<file path="config.mk">
export PLATFORM = sky130hd
export DESIGN_NAME = mcpu_io_hub_flat
export DESIGN_NICKNAME = d
export VERILOG_FILES = /design/src/rtl/mcpu_io_pkg.sv /design/src/rtl/mcpu_io_hub_if.sv /design/src/rtl/mcpu_io_fifo.sv /design/src/rtl/mcpu_io_hub.sv /design/src/flat_wrapper.sv
export SDC_FILE = /design/constraint.sdc
export NUM_CORES = 1
export LEC_CHECK = 0
export BUFFER_PORTS_ARGS = -buffer_cell sky130_fd_sc_hd__buf_2
export CORE_UTILIZATION = 58
export DETAILED_ROUTE_END_ITERATION = 7
export GPL_TIMING_DRIVEN = 0
export PLACE_DENSITY_LB_ADDON = 0.12
export SKIP_LAST_GASP = 1
export SLEW_MARGIN = 0
export SYNTH_ARGS = -nofsm -noshare
export SYNTH_HDL_FRONTEND = slang
export SYNTH_SLANG_ARGS = --single-unit
</file>
<file path="constraint.sdc">
create_clock -name clk -period 3.7 [get_ports clk]
set_clock_uncertainty 0.1 [all_clocks]
set_input_delay 0.185 -clock clk [delete_from_list [all_inputs] [get_ports clk]]
set_output_delay 0.185 -clock clk [all_outputs]
set_load 0.05 [all_outputs]
</file>
<file path="src/rtl/mcpu_io_pkg.sv">
// Shared definitions for the MCPU I/O hub: register window offsets,
// STATUS bit positions and the STATUS word packing helper.
package mcpu_io_pkg;

    // Word offsets inside the I/O register window
    localparam logic [3:0] IO_STATUS = 4'd0;
    localparam logic [3:0] IO_KBD    = 4'd1;
    localparam logic [3:0] IO_FRAME  = 4'd2;
    localparam logic [3:0] IO_KLEVEL = 4'd3;
    localparam logic [3:0] IO_CHAN0  = 4'd4;
    localparam logic [3:0] IO_TIMER  = 4'd14;

    // STATUS register bit positions
    localparam int STATUS_W     = 4;
    localparam int ST_VSYNC     = 0;
    localparam int ST_KBD_NE    = 1;
    localparam int ST_KBD_OVF   = 2;
    localparam int ST_TIMER_EXP = 3;

    // Assemble the STATUS word from its individual flags
    function automatic logic [STATUS_W-1:0] pack_status(
        input logic vsync_flag,
        input logic kbd_nonempty,
        input logic kbd_overflow,
        input logic timer_expired
    );
        logic [STATUS_W-1:0] s;
        s               = 4'b0000;
        s[ST_VSYNC]     = vsync_flag;
        s[ST_KBD_NE]    = kbd_nonempty;
        s[ST_KBD_OVF]   = kbd_overflow;
        s[ST_TIMER_EXP] = timer_expired;
        return s;
    endfunction

endpackage

</file>
<file path="src/rtl/mcpu_io_hub_if.sv">
// CPU-side register window bus of the MCPU I/O hub.
// master = CPU / address decoder side, slave = the hub.
interface mcpu_io_hub_if #(
    parameter int DATA_WIDTH = 16
) ();
    logic                  io_sel;
    logic [3:0]            io_addr;
    logic                  io_re;
    logic                  io_we;
    logic [DATA_WIDTH-1:0] io_wdata;
    logic [DATA_WIDTH-1:0] io_rdata;
    logic                  io_rvalid;

    modport master (
        output io_sel, io_addr, io_re, io_we, io_wdata,
        input  io_rdata, io_rvalid
    );

    modport slave (
        input  io_sel, io_addr, io_re, io_we, io_wdata,
        output io_rdata, io_rvalid
    );
endinterface

</file>
<file path="src/rtl/mcpu_io_fifo.sv">
// Synchronous FIFO used for keyboard codes. DEPTH must be a power of two.
// A push while full is dropped and flagged on 'overflow' for that cycle,
// unless a pop happens in the same cycle, in which case both proceed.
// A pop while empty is ignored.
module mcpu_io_fifo #(
    parameter int WIDTH = 8,
    parameter int DEPTH = 8
) (
    input  logic                   clk,
    input  logic                   reset,
    input  logic                   push,
    input  logic [WIDTH-1:0]       push_data,
    input  logic                   pop,
    output logic [WIDTH-1:0]       head,
    output logic                   full,
    output logic                   empty,
    output logic [$clog2(DEPTH):0] level,
    output logic                   overflow
);
    localparam int AW = $clog2(DEPTH);
    localparam int LW = AW + 1;
    localparam logic [AW-1:0] PTR_ONE    = AW'(1'b1);
    localparam logic [LW-1:0] CNT_ONE    = LW'(1'b1);
    localparam logic [LW-1:0] CNT_FULL   = LW'(DEPTH);

    logic [WIDTH-1:0] mem_r [DEPTH];
    logic [AW-1:0]    wr_ptr_r;
    logic [AW-1:0]    rd_ptr_r;
    logic [LW-1:0]    count_r;
    logic             do_push_s;
    logic             do_pop_s;

    assign full      = (count_r == CNT_FULL);
    assign empty     = (count_r == {LW{1'b0}});
    assign level     = count_r;
    assign head      = mem_r[rd_ptr_r];
    assign do_pop_s  = pop & ~empty;
    assign do_push_s = push & (~full | do_pop_s);
    assign overflow  = push & ~do_push_s;

    // Storage, pointers and occupancy; reset discards all contents
    always_ff @(posedge clk or negedge reset) begin
        if (!reset) begin
            for (int i = 0; i < DEPTH; i++) begin
                mem_r[i] <= {WIDTH{1'b0}};
            end
            wr_ptr_r <= {AW{1'b0}};
            rd_ptr_r <= {AW{1'b0}};
            count_r  <= {LW{1'b0}};
        end else begin
            if (do_push_s) begin
                mem_r[wr_ptr_r] <= push_data;
                wr_ptr_r        <= wr_ptr_r + PTR_ONE;
            end else begin
                wr_ptr_r <= wr_ptr_r;
            end
            if (do_pop_s) begin
                rd_ptr_r <= rd_ptr_r + PTR_ONE;
            end else begin
                rd_ptr_r <= rd_ptr_r;
            end
            case ({do_push_s, do_pop_s})
                2'b10:   count_r <= count_r + CNT_ONE;
                2'b01:   count_r <= count_r - CNT_ONE;
                default: count_r <= count_r;
            endcase
        end
    end
endmodule

</file>
<file path="src/rtl/mcpu_io_hub.sv">
// Memory-mapped I/O hub for the MCPU: synchronised input channels,
// keyboard code FIFO, vsync frame counter and sticky vsync flag behind
// one register window. Optional countdown timer enabled by defining
// MCPU_IO_TIMER_EN; without it TIMER reads 0 and STATUS[3] is tied 0.
module mcpu_io_hub
    import mcpu_io_pkg::*;
#(
    parameter int DATA_WIDTH = 16,
    parameter int N_CHAN     = 4,
    parameter int CHAN_WIDTH = 8,
    parameter int KBD_DEPTH  = 8
) (
    input  logic                         clk,
    input  logic                         reset,
    mcpu_io_hub_if.slave                 bus,
    input  logic                         vsync,
    input  logic [7:0]                   keycode,
    input  logic [N_CHAN*CHAN_WIDTH-1:0] chan_in,
    output logic                         vsync_flag
);
    localparam int LVL_W = $clog2(KBD_DEPTH) + 1;
    localparam logic [DATA_WIDTH-1:0] DW_ZERO = {DATA_WIDTH{1'b0}};
    localparam logic [DATA_WIDTH-1:0] DW_ONE  = DATA_WIDTH'(1'b1);

    // Synchroniser stages plus one history stage for edge/change detection
    logic                         vsync_meta_r, vsync_sync_r, vsync_prev_r;
    logic [7:0]                   key_meta_r, key_sync_r, key_prev_r;
    logic [N_CHAN*CHAN_WIDTH-1:0] chan_meta_r, chan_sync_r;

    logic                  vsync_flag_r;
    logic                  kbd_ovf_r;
    logic [DATA_WIDTH-1:0] frame_cnt_r;
    logic [DATA_WIDTH-1:0] io_rdata_r;
    logic                  io_rvalid_r;

    logic                  vsync_rise_s;
    logic                  key_push_s;
    logic                  rd_en_s, wr_en_s;
    logic                  status_rd_s, kbd_rd_s, frame_wr_s;
    logic [7:0]            fifo_head_s;
    logic                  fifo_empty_s;
    logic                  kbd_full_unused_s;
    logic [LVL_W-1:0]      fifo_level_s;
    logic                  fifo_ovf_s;
    logic [STATUS_W-1:0]   status_s;
    logic [DATA_WIDTH-1:0] rd_data_s;
    logic [DATA_WIDTH-1:0] timer_cnt_s;
    logic                  timer_exp_s;

    // Two-flop synchronisers for every asynchronous input, plus history
    always_ff @(posedge clk or negedge reset) begin
        if (!reset) begin
            vsync_meta_r <= 1'b0;
            vsync_sync_r <= 1'b0;
            vsync_prev_r <= 1'b0;
            key_meta_r   <= 8'h00;
            key_sync_r   <= 8'h00;
            key_prev_r   <= 8'h00;
            chan_meta_r  <= {(N_CHAN*CHAN_WIDTH){1'b0}};
            chan_sync_r  <= {(N_CHAN*CHAN_WIDTH){1'b0}};
        end else begin
            vsync_meta_r <= vsync;
            vsync_sync_r <= vsync_meta_r;
            vsync_prev_r <= vsync_sync_r;
            key_meta_r   <= keycode;
            key_sync_r   <= key_meta_r;
            key_prev_r   <= key_sync_r;
            chan_meta_r  <= chan_in;
            chan_sync_r  <= chan_meta_r;
        end
    end

    assign vsync_rise_s = vsync_sync_r & ~vsync_prev_r;
    // A key is captured once when it appears or changes to another nonzero code
    assign key_push_s   = (key_sync_r != 8'h00) && (key_sync_r != key_prev_r);
    assign rd_en_s      = bus.io_sel & bus.io_re;
    assign wr_en_s      = bus.io_sel & bus.io_we;
    assign status_rd_s  = rd_en_s && (bus.io_addr == IO_STATUS);
    assign kbd_rd_s     = rd_en_s && (bus.io_addr == IO_KBD);
    assign frame_wr_s   = wr_en_s && (bus.io_addr == IO_FRAME);

    mcpu_io_fifo #(
        .WIDTH (8),
        .DEPTH (KBD_DEPTH)
    ) u_kbd_fifo (
        .clk       (clk),
        .reset     (reset),
        .push      (key_push_s),
        .push_data (key_sync_r),
        .pop       (kbd_rd_s),
        .head      (fifo_head_s),
        .full      (kbd_full_unused_s),
        .empty     (fifo_empty_s),
        .level     (fifo_level_s),
        .overflow  (fifo_ovf_s)
    );

    // Sticky flags (set beats read-clear) and the frame counter (write beats count)
    always_ff @(posedge clk or negedge reset) begin
        if (!reset) begin
            vsync_flag_r <= 1'b0;
            kbd_ovf_r    <= 1'b0;
            frame_cnt_r  <= DW_ZERO;
        end else begin
            if (vsync_rise_s) begin
                vsync_flag_r <= 1'b1;
            end else if (status_rd_s) begin
                vsync_flag_r <= 1'b0;
            end else begin
                vsync_flag_r <= vsync_flag_r;
            end
            if (fifo_ovf_s) begin
                kbd_ovf_r <= 1'b1;
            end else if (status_rd_s) begin
                kbd_ovf_r <= 1'b0;
            end else begin
                kbd_ovf_r <= kbd_ovf_r;
            end
            if (frame_wr_s) begin
                frame_cnt_r <= bus.io_wdata;
            end else if (vsync_rise_s) begin
                frame_cnt_r <= frame_cnt_r + DW_ONE;
            end else begin
                frame_cnt_r <= frame_cnt_r;
            end
        end
    end

`ifdef MCPU_IO_TIMER_EN
    logic                  timer_wr_s;
    logic [DATA_WIDTH-1:0] timer_cnt_r;
    logic                  timer_exp_r;

    assign timer_wr_s = wr_en_s && (bus.io_addr == IO_TIMER);

    // Load-or-count-down timer; the 1->0 step raises a sticky expiry flag
    always_ff @(posedge clk or negedge reset) begin
        if (!reset) begin
            timer_cnt_r <= DW_ZERO;
            timer_exp_r <= 1'b0;
        end else begin
            if (timer_wr_s) begin
                timer_cnt_r <= bus.io_wdata;
            end else if (timer_cnt_r != DW_ZERO) begin
                timer_cnt_r <= timer_cnt_r - DW_ONE;
            end else begin
                timer_cnt_r <= timer_cnt_r;
            end
            if (!timer_wr_s && (timer_cnt_r == DW_ONE)) begin
                timer_exp_r <= 1'b1;
            end else if (status_rd_s) begin
                timer_exp_r <= 1'b0;
            end else begin
                timer_exp_r <= timer_exp_r;
            end
        end
    end

    assign timer_cnt_s = timer_cnt_r;
    assign timer_exp_s = timer_exp_r;
`else
    assign timer_cnt_s = DW_ZERO;
    assign timer_exp_s = 1'b0;
`endif

    assign status_s = pack_status(vsync_flag_r, ~fifo_empty_s, kbd_ovf_r, timer_exp_s);

    // Read data selection from pre-edge state; unmapped offsets read 0
    always_comb begin
        rd_data_s = DW_ZERO;
        case (bus.io_addr)
            IO_STATUS: rd_data_s = DATA_WIDTH'(status_s);
            IO_KBD:    rd_data_s = fifo_empty_s ? DW_ZERO : DATA_WIDTH'(fifo_head_s);
            IO_FRAME:  rd_data_s = frame_cnt_r;
            IO_KLEVEL: rd_data_s = DATA_WIDTH'(fifo_level_s);
            IO_TIMER:  rd_data_s = timer_cnt_s;
            default: begin
                for (int i = 0; i < N_CHAN; i++) begin
                    if (bus.io_addr == 4'(IO_CHAN0 + i)) begin
                        rd_data_s = DATA_WIDTH'(chan_sync_r[i*CHAN_WIDTH +: CHAN_WIDTH]);
                    end else begin
                        rd_data_s = rd_data_s;
                    end
                end
            end
        endcase
    end

    // Registered read response, valid for exactly the cycle after the strobe
    always_ff @(posedge clk or negedge reset) begin
        if (!reset) begin
            io_rdata_r  <= DW_ZERO;
            io_rvalid_r <= 1'b0;
        end else begin
            io_rvalid_r <= rd_en_s;
            io_rdata_r  <= rd_en_s ? rd_data_s : DW_ZERO;
        end
    end

    assign bus.io_rdata  = io_rdata_r;
    assign bus.io_rvalid = io_rvalid_r;
    assign vsync_flag    = vsync_flag_r;
endmodule

</file>
<file path="src/flat_wrapper.sv">
// flat-port wrapper written by rule: the top's interface ports become plain ports
module mcpu_io_hub_flat import mcpu_io_pkg::*;
#(
    parameter int DATA_WIDTH = 16,
    parameter int N_CHAN     = 4,
    parameter int CHAN_WIDTH = 8,
    parameter int KBD_DEPTH  = 8
)
  (clk, reset, vsync, keycode, chan_in, vsync_flag, bus_io_sel, bus_io_addr, bus_io_re, bus_io_we, bus_io_wdata, bus_io_rdata, bus_io_rvalid);
  mcpu_io_hub_if #(.DATA_WIDTH(DATA_WIDTH)) bus_i ();
  input  logic clk;
  input  logic reset;
  input  logic vsync;
  input  logic [7:0] keycode;
  input  logic [N_CHAN*CHAN_WIDTH-1:0] chan_in;
  output logic vsync_flag;
  input wire logic [$bits(bus_i.io_sel)-1:0] bus_io_sel;
  input wire logic [$bits(bus_i.io_addr)-1:0] bus_io_addr;
  input wire logic [$bits(bus_i.io_re)-1:0] bus_io_re;
  input wire logic [$bits(bus_i.io_we)-1:0] bus_io_we;
  input wire logic [$bits(bus_i.io_wdata)-1:0] bus_io_wdata;
  output wire logic [$bits(bus_i.io_rdata)-1:0] bus_io_rdata;
  output wire logic [$bits(bus_i.io_rvalid)-1:0] bus_io_rvalid;
  assign bus_i.io_sel = bus_io_sel;
  assign bus_i.io_addr = bus_io_addr;
  assign bus_i.io_re = bus_io_re;
  assign bus_i.io_we = bus_io_we;
  assign bus_i.io_wdata = bus_io_wdata;
  assign bus_io_rdata = bus_i.io_rdata;
  assign bus_io_rvalid = bus_i.io_rvalid;
  mcpu_io_hub #(.DATA_WIDTH(DATA_WIDTH), .N_CHAN(N_CHAN), .CHAN_WIDTH(CHAN_WIDTH), .KBD_DEPTH(KBD_DEPTH)) u_core (.clk(clk), .reset(reset), .bus(bus_i), .vsync(vsync), .keycode(keycode), .chan_in(chan_in), .vsync_flag(vsync_flag));
endmodule
</file>
==> impl_metrics.csv, run 1 <==
group,metric,value,unit
die,die_w,120,µm
setup_path,cp.depth,14,
detailed_routing,viasPerCell,5.57,
power,power_frac_seq,0.449,
power,power.density,699,nW/µm²
setup_path,crit_path_start_kind,"flip-flop",
synthesis,synth_flop_cell,"dfrtp_1",
timing,post-route-period-util,0.844,
grt,overflow,0,
synthesis,yosysSeqAreaShare,0.617,
timing,tightest_slew,1.01,ns
detailed_routing,postRouteAntennaNets,0,
grt,grt_max_degree,109,
timing,final_hold_viol_count,0,
synthesis,yosysWarnings,0,
setup_path,cp-endpoint,"u_core.u_kbd_fifo.level[2]",
detailed_routing,routed-via-count,5163,
place,dp_hpwl,10700,µm
setup_path,crit_slowest_cell,"dfrtp_1",
synthesis,synth_top_area_share,0.617,
die,die-height,120,µm
place,globalplace.congestion,0.867,
run,maxCapViolations,0,
power,p_switching,2.15,mW
layout,diodes,0,
die,rows,42,
setup_path,reg2reg_depth,14,
synthesis,synth_cell_types,48,
synthesis,syn-cell-area,8120,µm²
detailed_routing,routed_wl,17700,µm
timing,relSlewSlack,0.321,
timing,final-setup-viol-count,0,
timing,setup_tns,0,ns
timing,period_minus_slack,3.12,ns
detailed_routing,dr.pass1.iters,6,
timing,report.final.slew_viol_count,0,
setup_path,cp-end-kind,"flip-flop",
layout,nets,810,
setup_path,ff2ff_setup_slack,0.58,ns
timing,fmax,320,MHz
die,dieArea,14500,µm²
setup_path,cp_common_cell,"xor2_1",
worst_hold_path,hold_path_class,"primary input to flip-flop",
timing,rsz0062_at_grt,"false",
synthesis,synth-async-reset-ratio,1.00,
power,clkPwrFrac,0.261,
synthesis,avgSynthCellArea,14.0,µm²
detailed_routing,drtIter0Drc,273,
place,io_buffers,82,
synthesis,netlist_instances,578,
setup_path,cp_data_arrival_time,3.34,ns
grt,antenna_found_initial,0,
synthesis,synth-seq-cells,200,
setup_path,slowest_delay,0.40,ns
setup_path,crit_start,"u_core.key_sync_r[3]",
setup_path,reg2reg_to,"u_core.u_kbd_fifo.level[2]",
power,power,6.96,mW
power,ir_worst_vdd,0.443,mV
clocking,ctsRootBufferMaster,"clkbuf_16",
clocking,cts_tree,"built",
status,status,"finished, final reports clean",
grt,grt_pass1_vias,5476,
setup_path,required,3.92,ns
setup_path,critPathKind,"flip-flop to flip-flop",
clocking,cts_max_level,4,
setup_path,crit_chain,"buf_4 -> xnor2_1 -> nand4_1 -> o21ai_1 -> buf_2 -> nor2_1 -> inv_1 -> ha_1 -> xor2_1 -> ha_1 -> a21oi_1 -> xor2_1 -> nor2_1 -> xor2_1",
power,p_sw_frac,0.308,
synthesis,synth_edf_count,0,
setup_path,cp_num_buf_inv,3,
detailed_routing,drc_errors,0,
layout,fill_cells,873,
grt,grt_usage,0.266,
setup_path,critPathTopFamily,"buffers and inverters",
place,dp_slack,0.653,ns
clocking,cts.sinks,200,
synthesis,synthTopCellsByArea,"dfrtp_1 62%, mux2_2 7.2%, mux2_4 4.4%",
die,ios,84,
timing,timing.final.ws_setup,0.578,ns
synthesis,synth_nets,650,
setup_path,rr_startpoint,"u_core.key_sync_r[3]",
synthesis,yosysTopAreaCell,"dfrtp_1",
grt,grt_pass1_wl,28400,µm
clocking,cts_buffers,17,
power,pwr-share-comb,0.290,
clocking,clk_pin_slew,0.07,ns
power,power.leakage,4.45,nW
die,start_util,0.603,
layout,drive_above_1_share,0.309,
clocking,clock_path_buffers,2,
detailed_routing,routedWlPerCell,19.1,µm
die,core_area,13500,µm²
setup_path,critPathMaxFanout,10,
clocking,clock_latency,0.44,ns
layout,syn2layout_area_growth,22.7,%
power,p_int,4.82,mW
## power groups by stage
| stage | clock [mW] | sequential (mW) | combinational (mW) |
|---|---|---|---|
| after floorplan | 0 | 3.05 | 1.53 |
| after global placement | 0 | 3.11 | 1.90 |
| after detailed placement | 0 | 3.14 | 1.97 |
| after CTS | 1.84 | 3.11 | 2.03 |
| after global routing | 1.94 | 3.19 | 2.18 |
| final | 1.82 | 3.13 | 2.02 |
## logic make-up after synthesis
logic type | Yosys count | share of synthesized area
simple gates | 128 | 0.0885
mux | 103 | 0.175
flops | 200 | 0.617
buf+inv | 36 | 0.0237
compound gates | 73 | 0.0529
fa+ha+maj | 6 | 0.00925
xor+xnor | 32 | 0.0345
## flip-flops by register name, summed over array words and instances, names as in the netlist, 3 cells and up
register	flops
u_core.u_kbd_fifo.level	4
u_core.key_sync_r	8
u_core.chan_sync_r	32
u_core.u_kbd_fifo.wr_ptr_r	3
u_core.bus.io_rdata	16
u_core.u_kbd_fifo.mem_r	64
u_core.frame_cnt_r	16
u_core.chan_meta_r	32
u_core.key_prev_r	8
u_core.key_meta_r	8
u_core.u_kbd_fifo.rd_ptr_r	3
## layer usage
metal	GRT usage	share of wire
met3	0.0575	0.036
met4	0.0833	0.016
met2	0.450	0.52
met5	0	0
met1	0.344	0.43
## placed cells by master (no fill, tap or decap), types with 3 or more instances in the layout
cell type        n
nor2_1          43
mux2_4          24
clkinv_8         3
nand3_1         10
inv_8            8
o21ai_0         20
a221oi_1         6
nor2b_1          4
xor2_1          16
buf_2           88
buf_1            4
mux2i_1         11
mux2_2          52
inv_1            4
xnor2_1         16
or4_1            3
buf_4            3
buf_6            5
ha_1             6
nand2b_1         4
nand4_1          9
clkbuf_16       17
or4b_1           3
clkbuf_1        13
nand2_1         24
or2_2            3
a21oi_1         33
dlygate4sd3_1   58
dfrtp_1        200
mux4_2          16
a31oi_1          3
and2_1           7
## worst min-delay path by stage
stage / startpoint / end / slack (ns) / cells past startpoint
2_1_floorplan: reset / u_core.bus.io_rdata[0] / -0.21 / 0
3_3_place_gp: chan_in[21] / u_core.chan_meta_r[21] / 0.19 / 1
3_5_place_dp: reset / u_core.u_kbd_fifo.mem_r[29] / 0.12 / 1
4_1_cts: bus_io_addr[0] / u_core.bus.io_rdata[14] / 0.08 / 4
5_1_grt: bus_io_addr[0] / u_core.vsync_flag / 0.1 / 3
6_report: bus_io_addr[0] / u_core.vsync_flag / 0.09 / 3
## synth_stat cells, types with 11 or more instances
master    number
o21ai_0       20
a21oi_1       33
dfrtp_1      200
mux4_2        16
clkbuf_1      13
mux2_2        52
nor2_1        43
mux2_4        24
mux2i_1       11
xnor2_1       16
xor2_1        16
nand2_1       24
## tightest hold or removal path: stages
cell    delay [ns]
buf_2         0.12
or4_1         0.17
a21o_1        0.13
## metrics by stage
step | cell area (µm²) | hold WS, ns | utilization | instances
finish | 9960 | 0.0932 | 0.740 | 927
global route | 9960 | 0.0976 | 0.740 | 927
CTS | 9960 | 0.0798 | 0.740 | 927
detailed placement | 8780 | 0.124 | 0.653 | 837
global placement | 8750 | 0.193 | 0.650 | 836
floorplan | 8120 | -0.211 | - | 578
## area by class of cell
class,count,area (µm²),share of cell area
sequential,200,5000,0.503
multi-input combinational,342,2920,0.293
timing repair buffer,141,1030,0.103
clock buffer,17,425,0.0427
tap,176,220,0.0221
buffer,32,178,0.0178
clock inverter,15,169,0.0170
inverter,4,15.0,0.00151
## what timing repair did
item,in CTS,in global routing
buffers inserted,0,0
gates resized for setup,0,0
hold buffers,58,0
endpoints found under the hold margin,149,0
No activity file was read; power rests on OpenSTA's default activity.
==> run 2, diff against run 1 <==
--- a/config.mk
+++ b/config.mk
@@ -6,7 +6,7 @@
 export NUM_CORES = 1
 export LEC_CHECK = 0
 export BUFFER_PORTS_ARGS = -buffer_cell sky130_fd_sc_hd__buf_2
-export CORE_UTILIZATION = 58
+export CORE_UTILIZATION = 53
 export DETAILED_ROUTE_END_ITERATION = 7
 export GPL_TIMING_DRIVEN = 0
 export PLACE_DENSITY_LB_ADDON = 0.12
==> constraint.sdc (replaced) <==
create_clock -name clk -period 2.7 [get_ports clk]
set_clock_uncertainty 0.1 [all_clocks]
set_input_delay 0.135 -clock clk [delete_from_list [all_inputs] [get_ports clk]]
set_output_delay 0.135 -clock clk [all_outputs]
set_load 0.05 [all_outputs]
==> run 2 against run 1 <==
Compared with the run above: sequential share of layout area fell by 0.39 points; via count fell by 0.95%; clock-buffer cell count grew 2; combinational power is 38% higher; routed wire length decreased by 3.3%; global-route usage shrank 2.9 points; non-clock buffer count grew 6; final area is 0.79% higher; sequential cell count did not move; critical path type unchanged; largest power group unchanged.
==> impl_metrics.csv, run 2 (synthesis results as in run 1) <==
group,metric,value,unit
status,status,"finished, final reports clean",
setup_path,required,2.91,ns
timing,fmax,384,MHz
place,dp_cells,845,
setup_path,cp_common_cell,"xor2_1",
timing,report.final.slew_viol_count,0,
timing,final_hold_viol_count,0,
detailed_routing,drtIter0Drc,298,
setup_path,critPathKind,"flip-flop to flip-flop",
layout,layout_commonest_cell,"dfrtp_1",
clocking,clk_pin_slew,0.07,ns
place,io_buffers,82,
detailed_routing,drc_errors,0,
detailed_routing,routed_wl,17100,µm
die,core_area,14800,µm²
power,clkPwrFrac,0.258,
setup_path,reg2reg_depth,10,
setup_path,rr_startpoint,"u_core.u_kbd_fifo.level[1]",
clocking,cts_tree,"built",
setup_path,slowest_delay,0.62,ns
grt,grt_usage,0.237,
layout,instances_no_fill,940,
layout,largest_register_ffs,64,
die,die_w,126,µm
power,power.leakage,4.46,nW
setup_path,cp-end-kind,"flip-flop",
die,ios,84,
grt,overflow,0,
setup_path,ff2ff_setup_slack,0.1,ns
timing,setup_tns,0,ns
grt,grt_pass1_wl,28600,µm
power,power.density,948,nW/µm²
detailed_routing,routed-via-count,5114,
detailed_routing,dr.pass1.iters,4,
layout,largestRegisters,"u_core.u_kbd_fifo.mem_r: 64 flops, u_core.chan_meta_r: 32 flops, u_core.chan_sync_r: 32 flops",
timing,period_minus_slack,2.60,ns
grt,grt_max_degree,124,
place,dp_hpwl,10700,µm
setup_path,cp-endpoint,"u_core.u_kbd_fifo.level[2]",
die,die-height,126,µm
clocking,ctsRootBufferMaster,"clkbuf_16",
layout,final_util,0.680,
layout,drive_above_1_share,0.319,
power,p_int,6.67,mW
place,globalplace.congestion,0.839,
die,start_util,0.550,
worst_hold_path,hold_path_class,"primary input to flip-flop",
run,maxCapViolations,0,
layout,final_cell_mix,"200 x dfrtp_1, 87 x buf_2, 60 x dlygate4sd3_1, 52 x mux2_2, 41 x nor2_1",
timing,relSlewSlack,0.437,
grt,antenna_found_initial,0,
clocking,clock_path_buffers,2,
power,p_sw_frac,0.299,
layout,syn2layout_area_growth,23.7,%
power,pwr-share-comb,0.293,
setup_path,crit_chain,"or4_1 -> nand2_1 -> nor2_2 -> ha_4 -> xor2_2 -> ha_1 -> a21oi_2 -> xor2_1 -> nor2_1 -> xor2_1",
power,power_frac_seq,0.449,
clocking,cts_max_level,4,
timing,tightest_slew,0.833,ns
detailed_routing,postRouteAntennaNets,0,
detailed_routing,viasPerCell,5.44,
setup_path,crit_start,"u_core.u_kbd_fifo.level[1]",
detailed_routing,routedWlPerCell,18.2,µm
timing,post-route-period-util,0.963,
setup_path,critPathMaxFanout,7,
timing,final-setup-viol-count,0,
power,power,9.51,mW
clocking,cts_buffers,17,
layout,fill_cells,1071,
setup_path,reg2reg_to,"u_core.u_kbd_fifo.level[2]",
clocking,clock_latency,0.43,ns
setup_path,cp_data_arrival_time,2.81,ns
timing,rsz0062_at_grt,"true",
power,ir_worst_vdd,0.460,mV
clocking,cts.sinks,200,
grt,grt_pass1_vias,5496,
setup_path,crit_slowest_cell,"or4_1",
layout,diodes,0,
layout,nets,816,
layout,regMostFlops,"u_core.u_kbd_fifo.mem_r",
power,p_switching,2.84,mW
setup_path,crit_path_start_kind,"flip-flop",
die,rows,44,
die,dieArea,15800,µm²
==> run 2: cell count changes in the layout (fill, tap and decap cells not counted), moves of 2 or more <==
cell,change
dlygate4sd3_1,+2
buf_4,+4
inv_8,-6
nor2_2,+2
clkinv_8,-2
inv_6,+4
nor2_1,-2
==> run 2: cell type report <==
class / count / area, µm² / area share
Buffer: 32 / 185 / 0.0184
Clock buffer: 19 / 433 / 0.0431
Clock inverter: 12 / 134 / 0.0133
Inverter: 4 / 15.0 / 0.00150
Multi-Input combinational cell: 342 / 2960 / 0.295
Sequential cell: 200 / 5000 / 0.499
Tap cell: 184 / 230 / 0.0229
Timing Repair Buffer: 147 / 1080 / 0.107
==> run 2: per-stage QoR <==
| step | hold slack, ns | cell area [µm²] | setup WS, ns |
|---|---|---|---|
| 6_report | 0.0531 | 10000 | 0.0990 |
| 3_5_place_dp | 0.0614 | 8790 | -0.404 |
| 2_1_floorplan | -0.261 | 8120 | 0.102 |
| 5_1_grt | 0.0643 | 10000 | -0.101 |
| 4_1_cts | 0.0355 | 10000 | 0.0165 |
| 3_3_place_gp | 0.143 | 8760 | -1.65 |
==> run 2: timing repair <==
item	4_1_cts	5_1_grt
pin swaps	1	3
setup buffers	2	2
gates resized for setup	6	7
endpoints found under the hold margin	135	0
hold buffers	60	0
setup endpoints to repair	3	16
==> run 2: metal layers <==
metal / GRT usage / up-vias / share of wire
li1: - / 2366 / -
met1: 0.317 / 2605 / 0.44
met2: 0.395 / 113 / 0.50
met3: 0.0429 / 30 / 0.039
met4: 0.0808 / 0 / 0.020
met5: 0 / - / 0
==> run 2: worst max-delay path: cells and delay by family, from the launching register on <==
kind	cells	cell delay, ns
AO/OA/AOI/OAI	1	0.11
XOR/XNOR	3	0.45
adder cells (fa/ha/maj)	2	0.41
flip-flops	1	0.48
AND/OR/NAND/NOR	4	0.91
==> run 2: how the worst min path moves through the flow <==
| stage | slack (ns) | endpoint | cells after the start | startpoint |
|---|---|---|---|---|
| 3_3_place_gp | 0.14 | u_core.key_meta_r[5] | 1 | keycode[5] |
| 3_5_place_dp | 0.06 | u_core.u_kbd_fifo.mem_r[37] | 1 | reset |
| 2_1_floorplan | -0.26 | u_core.bus.io_rdata[0] | 0 | reset |
| 4_1_cts | 0.04 | u_core.vsync_flag | 3 | bus_io_addr[0] |
| 6_report | 0.05 | u_core.vsync_flag | 3 | bus_io_addr[0] |
| 5_1_grt | 0.06 | u_core.frame_cnt_r[8] | 3 | bus_io_we |
==> run 2: power groups by stage <==
stage | registers [mW] | clock network [mW] | logic [mW]
after global placement | 4.26 | 0 | 2.61
after global routing | 4.38 | 2.62 | 3.01
after floorplan | 4.18 | 0 | 2.09
final | 4.27 | 2.45 | 2.79
after detailed placement | 4.31 | 0 | 2.69
after CTS | 4.26 | 2.50 | 2.78
